--- config.mk ---
export PLATFORM = sky130hd
export DESIGN_NAME = ias_dft_ctrl
export DESIGN_NICKNAME = d
export VERILOG_FILES = /design/src/rtl/ias_dft_ctrl.sv
export SDC_FILE = /design/constraint.sdc
export NUM_CORES = 1
export LEC_CHECK = 0
export BUFFER_PORTS_ARGS = -buffer_cell sky130_fd_sc_hd__buf_2
export CAP_MARGIN = 0
export CELL_PAD_IN_SITES_DETAIL_PLACEMENT = 2
export CELL_PAD_IN_SITES_GLOBAL_PLACEMENT = 2
export CORE_MARGIN = 2
export CORE_UTILIZATION = 33
export DETAILED_ROUTE_END_ITERATION = 7
export PLACE_DENSITY_LB_ADDON = 0.1
export SYNTH_ARGS = -nofsm -noshare
export SYNTH_HDL_FRONTEND = slang
export SYNTH_SLANG_ARGS = --single-unit
--- constraint.sdc ---
create_clock -name clk -period 3.9 [get_ports clk]
set_input_delay 0.195 -clock clk [delete_from_list [all_inputs] [get_ports clk]]
set_output_delay 0.195 -clock clk [all_outputs]
set_load 0.005 [all_outputs]
--- src/rtl/ias_dft_ctrl.sv ---
// Command sequencer for the IAS 32-bit scannable counter datapath: functional load,
// N-cycle increment runs and 32-cycle scan read/write, one response per accepted command.
module ias_dft_ctrl #(
  parameter int unsigned WIDTH = 32,
  parameter int unsigned CNT_W = 16
) (
  input  logic             clk,
  input  logic             reset,
  input  logic             cmd_valid,
  output logic             cmd_ready,
  input  logic [1:0]       cmd_op,
  input  logic [WIDTH-1:0] cmd_data,
  output logic             rsp_valid,
  input  logic             rsp_ready,
  output logic [WIDTH-1:0] rsp_data,
  output logic             busy,
  output logic [WIDTH-1:0] dp_data_in,
  output logic             dp_reg_en,
  output logic             dp_reg_sel,
  output logic             dp_sen,
  output logic             dp_scan_ce,
  output logic             dp_sin,
  input  logic             dp_sout
);

  localparam int unsigned BitW = $clog2(WIDTH);

  localparam logic [1:0] OpLoad   = 2'd0;
  localparam logic [1:0] OpRun    = 2'd1;
  localparam logic [1:0] OpScanRd = 2'd2;
  localparam logic [1:0] OpScanWr = 2'd3;

  typedef enum logic [2:0] {StIdle, StLoad, StRun, StShift, StResp} state_e;

  state_e           state_q;
  logic [1:0]       op_q;
  logic [CNT_W-1:0] cnt_q;
  logic [BitW-1:0]  bit_cnt_q;
  logic [WIDTH-1:0] capture_q;
  logic [WIDTH-1:0] wr_shift_q;
  logic [WIDTH-1:0] dp_data_in_q;
  logic             cmd_ready_q;
  logic             rsp_valid_q;
  logic             busy_q;
  logic             dp_reg_en_q;
  logic             dp_reg_sel_q;
  logic             dp_sen_q;
  logic             dp_scan_ce_q;

  always_ff @(posedge clk or posedge reset) begin
    if (reset) begin
      state_q      <= StIdle;
      op_q         <= OpLoad;
      cnt_q        <= '0;
      bit_cnt_q    <= '0;
      capture_q    <= '0;
      wr_shift_q   <= '0;
      dp_data_in_q <= '0;
      cmd_ready_q  <= 1'b1;
      rsp_valid_q  <= 1'b0;
      busy_q       <= 1'b0;
      dp_reg_en_q  <= 1'b0;
      dp_reg_sel_q <= 1'b0;
      dp_sen_q     <= 1'b0;
      dp_scan_ce_q <= 1'b0;
    end else begin
      unique case (state_q)
        StIdle: begin
          if (cmd_valid) begin
            op_q        <= cmd_op;
            wr_shift_q  <= cmd_data;
            capture_q   <= '0;
            cmd_ready_q <= 1'b0;
            busy_q      <= 1'b1;
            unique case (cmd_op)
              OpLoad: begin
                state_q      <= StLoad;
                dp_reg_en_q  <= 1'b1;
                dp_reg_sel_q <= 1'b1;
                dp_data_in_q <= cmd_data;
              end
              OpRun: begin
                if (cmd_data[CNT_W-1:0] == '0) begin
                  state_q     <= StResp;
                  rsp_valid_q <= 1'b1;
                end else begin
                  state_q      <= StRun;
                  cnt_q        <= cmd_data[CNT_W-1:0];
                  dp_reg_en_q  <= 1'b1;
                  dp_reg_sel_q <= 1'b0;
                end
              end
              OpScanRd, OpScanWr: begin
                state_q      <= StShift;
                bit_cnt_q    <= '0;
                dp_sen_q     <= 1'b1;
                dp_scan_ce_q <= 1'b1;
              end
            endcase
          end
        end
        StLoad: begin
          dp_reg_en_q  <= 1'b0;
          dp_reg_sel_q <= 1'b0;
          dp_data_in_q <= '0;
          state_q      <= StResp;
          rsp_valid_q  <= 1'b1;
        end
        StRun: begin
          cnt_q <= cnt_q - 1'b1;
          if (cnt_q == CNT_W'(1)) begin
            dp_reg_en_q <= 1'b0;
            state_q     <= StResp;
            rsp_valid_q <= 1'b1;
          end
        end
        StShift: begin
          // The chain shifts MSB first, so capture ends up holding the old word in order.
          capture_q  <= {capture_q[WIDTH-2:0], dp_sout};
          wr_shift_q <= {wr_shift_q[WIDTH-2:0], 1'b0};
          bit_cnt_q  <= bit_cnt_q + 1'b1;
          if (bit_cnt_q == BitW'(WIDTH - 1)) begin
            dp_sen_q     <= 1'b0;
            dp_scan_ce_q <= 1'b0;
            state_q      <= StResp;
            rsp_valid_q  <= 1'b1;
          end
        end
        StResp: begin
          if (rsp_ready) begin
            rsp_valid_q <= 1'b0;
            cmd_ready_q <= 1'b1;
            busy_q      <= 1'b0;
            state_q     <= StIdle;
          end
        end
        default: state_q <= StIdle;
      endcase
    end
  end

  // Scan read recirculates sout straight back into sin so the register survives the read.
  always_comb begin
    dp_sin = 1'b0;
    if (state_q == StShift) begin
      dp_sin = (op_q == OpScanWr) ? wr_shift_q[WIDTH-1] : dp_sout;
    end
  end

  assign cmd_ready  = cmd_ready_q;
  assign rsp_valid  = rsp_valid_q;
  assign rsp_data   = capture_q;
  assign busy       = busy_q;
  assign dp_data_in = dp_data_in_q;
  assign dp_reg_en  = dp_reg_en_q;
  assign dp_reg_sel = dp_reg_sel_q;
  assign dp_sen     = dp_sen_q;
  assign dp_scan_ce = dp_scan_ce_q;

endmodule
==> results.tsv <==
metric	value	unit
Worst Tran Pin Value	1.116	ns
number of primary I/O pins	111	
final hold violations	0	
buffer cell driving the clock tree root	sky130_fd_sc_hd__clkbuf_16	
total DRC errors in the routed layout	0	
maximum fanout along the worst path	47	
number of vias after detailed routing	5213	
DP Wirelength	12200	µm
number of resized instances in the post-cts repair step	0	
power dissipated by switching net loads	2.066	mW
leakage component of the power	3.521	nW
sequence of cells on the critical path	or3b_2 -> o31ai_1 -> o21ai_4 -> buf_4 -> nand2_1 -> o21ai_1	
Post-Syn Nets	694	
unrepaired setup endpoints after global routing	false	
post-detailed-route count of antenna-violating nets	0	
DRT met1 WL	7734	µm
switch share	36.76	%
proportion of register bits with asynchronous set or reset after synthesis	100.0	%
result of the run	completed	
kind of end point of the critical path	register	
CTS tree	yes	
maximum clock skew at final layout	0.007419	ns
share of post-route cells with drive strength above 1	21.59	%
count of inserted antenna diode cells	0	
EDFF count, synth	0	
maximum ir drop on the vdd rail	0.3931	mV
main area contributors after synthesis	sky130_fd_sc_hd__dfrtp_1, sky130_fd_sc_hd__nand2_1, sky130_fd_sc_hd__nor2_1, sky130_fd_sc_hd__o22ai_1, sky130_fd_sc_hd__nand3_1	
distinct cell type count of the synthesized netlist	58	
number of nets in the finished design	787	
wire length on met3	637	µm
Mapped Cells	651	
wire length of the first global-routing pass	30300	µm
area occupied by multi-input gates	2372	µm²
flip-flop and latch area	3204	µm²
Required @ worst endpoint	4.24	ns
class of the tightest hold or removal check	in2async	
total of flip-flops plus latches after synthesis	128	
Final min period	2.639	ns
Arr. time, crit path	2.97	ns
Power Internal	3.555	mW
final slew viol count	0	
highest clock frequency the design can meet	0.3789	GHz
Syn-to-layout area delta	23.10	%
number of port buffers	110	
number of DRC violations after detailed-routing iteration 0	166	
number of buffers added by the clock tree synthesis step	17	
startpoint-to-endpoint class of the critical path	reg2reg	
per-cell routed wire length	18.86	µm
die footprint	18610	µm²
number of levels the H-tree was split into	4	
Std-Cell Core Area	17240	µm²
Post-Place Cell Area	6474	µm²
placer congestion estimate	0.8095	
number of inserted filler cells in the final layout	1927	
final wirelength	18480	µm
warning count from the yosys run	0	
most used cells in the layout excluding fill and tap cells	sky130_fd_sc_hd__nand2_1, sky130_fd_sc_hd__dfrtp_1, sky130_fd_sc_hd__buf_2, sky130_fd_sc_hd__nor2_1, sky130_fd_sc_hd__nand3_1	
most common library cell in the layout ignoring fill and taps	sky130_fd_sc_hd__nand2_1	
starting utilization of the core area	33.57	%
startpoint kind of the worst setup timing path	register	
max-slew headroom at the worst pin	24.94	%
netlist area before placement	5786	µm²
Avg Inst Size Synth	8.887	µm²
sequential-to-total area share from yosys stat	55.38	%
part of the power in the clock network	31.2	%
Total Power Consumption	5.621	mW
Die Span Y	136.4	µm
pin count of the biggest net entering global routing	107	
clk_lat worst skew	0.42	ns
highest-delay cell along the critical path	sky130_fd_sc_hd__or3b_2	
register share of total power	38.8	%
final core area utilization	41.32	%
clock slew at reported path FFs	0.06	ns
number of global-route vias before repair	5794	
top cell type by total area after synthesis	sky130_fd_sc_hd__dfrtp_1	
max-capacitance violation count	0	
number of antenna violations at the first check in global routing	0	
total power divided by cell area	789.2	nW/µm²
final-report setup violation count	0	
chip width	136.4	µm
Main synth FF type	sky130_fd_sc_hd__dfrtp_1	
share of the cycle needed by the critical path after routing	67.66	%
cell area after layout	7122	µm²
global-route congestion overflow total	0	
maximum clock path buffer count	2	
combinational cell fraction of total power	30.0	%
accumulated negative setup slack	0	ns
share of Yosys cell area claimed by the top area cell type	54.93	%
clk sinks	128	
overall routing resource usage	21.18	%
post-detailed-route via-to-cell ratio	5.319	
delay of the slowest cell on the worst path	0.68	ns
drt first pass iters	4	
routed wl met2	9773	µm
Core Rows	48	
highest routed metal layer	met4	
-- state kept, by name, indices dropped and copies added (netlist names), 2 cells and up --
name / count
bit_cnt_q: 5
cnt_q: 16
dp_data_in: 32
op_q: 2
rsp_data: 32
state_q: 3
wr_shift_q: 32
-- stage by stage --
stage	worst slack, ns	std cells	hold WS [ns]
floorplan	0.2940	651	0.2816
global placement	1.352	949	0.4186
detailed placement	1.216	949	0.4321
CTS	1.182	980	0.001242
global route	0.9599	980	0.02915
finish	1.261	980	0.0004521
-- cells by family (layout without fill, tap and decap cells) --
kind of cell	count (synthesis)	after routing	share of synthesized area [%]
fa+ha+maj	4	4	0.8651
flops	128	128	55.39
simple gates	323	323	24.65
buf+inv	47	151	3.785
compound gates	146	146	14.84
mux	1	1	0.1730
xor+xnor	2	2	0.3028
-- cell usage after synthesis (all sizes together), types with 3 or more instances --
cell type	n
o22ai	33
buf	22
nand3	37
nand3b	3
inv	4
nor2	87
a22oi	3
a21oi	26
ha	4
a2bb2oi	3
nor3	9
nor4	9
o21ai	60
or3	4
clkbuf	21
dfrtp	127
nand2	154
a31oi	6
-- final cells by class --
type	count	share of cell area, %
Clock inverter	13	2.987
Timing Repair Buffer	117	8.503
Sequential cell	128	44.99
Clock buffer	17	5.973
Inverter	4	0.2811
Multi-Input combinational cell	476	33.31
Tap cell	225	3.953
-- what timing repair did --
item | in CTS | in global routing
hold buffers | 1 | 0
hold endpoints to repair | 1 | 0
setup endpoints to repair | 0 | 0
setup buffers | 0 | 0
-- critical path: cells and delay by family, from the launching register on --
family                 cells  cell delay [ns]
AND/OR/NAND/NOR            2             0.81
flip-flops                 1             0.62
AO/OA/AOI/OAI              3             0.62
buffers and inverters      1             0.49
-- final timing paths --
| path | startpoint | to | slack [ns] | cells after the start |
|---|---|---|---|---|
| worst max-delay path | state_q[2] | dp_data_in[19] | 1.26 | 6 |
| worst min-delay path | reset | dp_data_in[11] | 0.0005 | 2 |
| worst max register to register | state_q[2] | dp_data_in[19] | 1.26 | 6 |
| worst min register to register | dp_data_in[21] | dp_data_in[21] | 0.48 | 2 |
| max in group asynchronous | reset | dp_data_in[28] | 2.93 | 3 |
| min in group clk | cmd_data[21] | dp_data_in[21] | 0.02 | 3 |
-- routing by layer --
metal / GRT usage (%) / up-vias
met4: 8.102 / 0
met5: 0 / -
met2: 38.41 / 94
met1: 24.35 / 2669
met3: 4.474 / 21
li1: - / 2429
-- power groups by stage --
stage                     Combinational [mW]  Sequential (mW)  Clock, mW
final                                   1.69             2.18       1.75
after global routing                    1.94             2.25       1.85
after CTS                               1.73             2.19       1.80
after detailed placement                1.69             2.20          0
after global placement                  1.59             2.16          0
after floorplan                         1.17             2.10          0
Note: power is estimated with default switching activity, not from simulation.
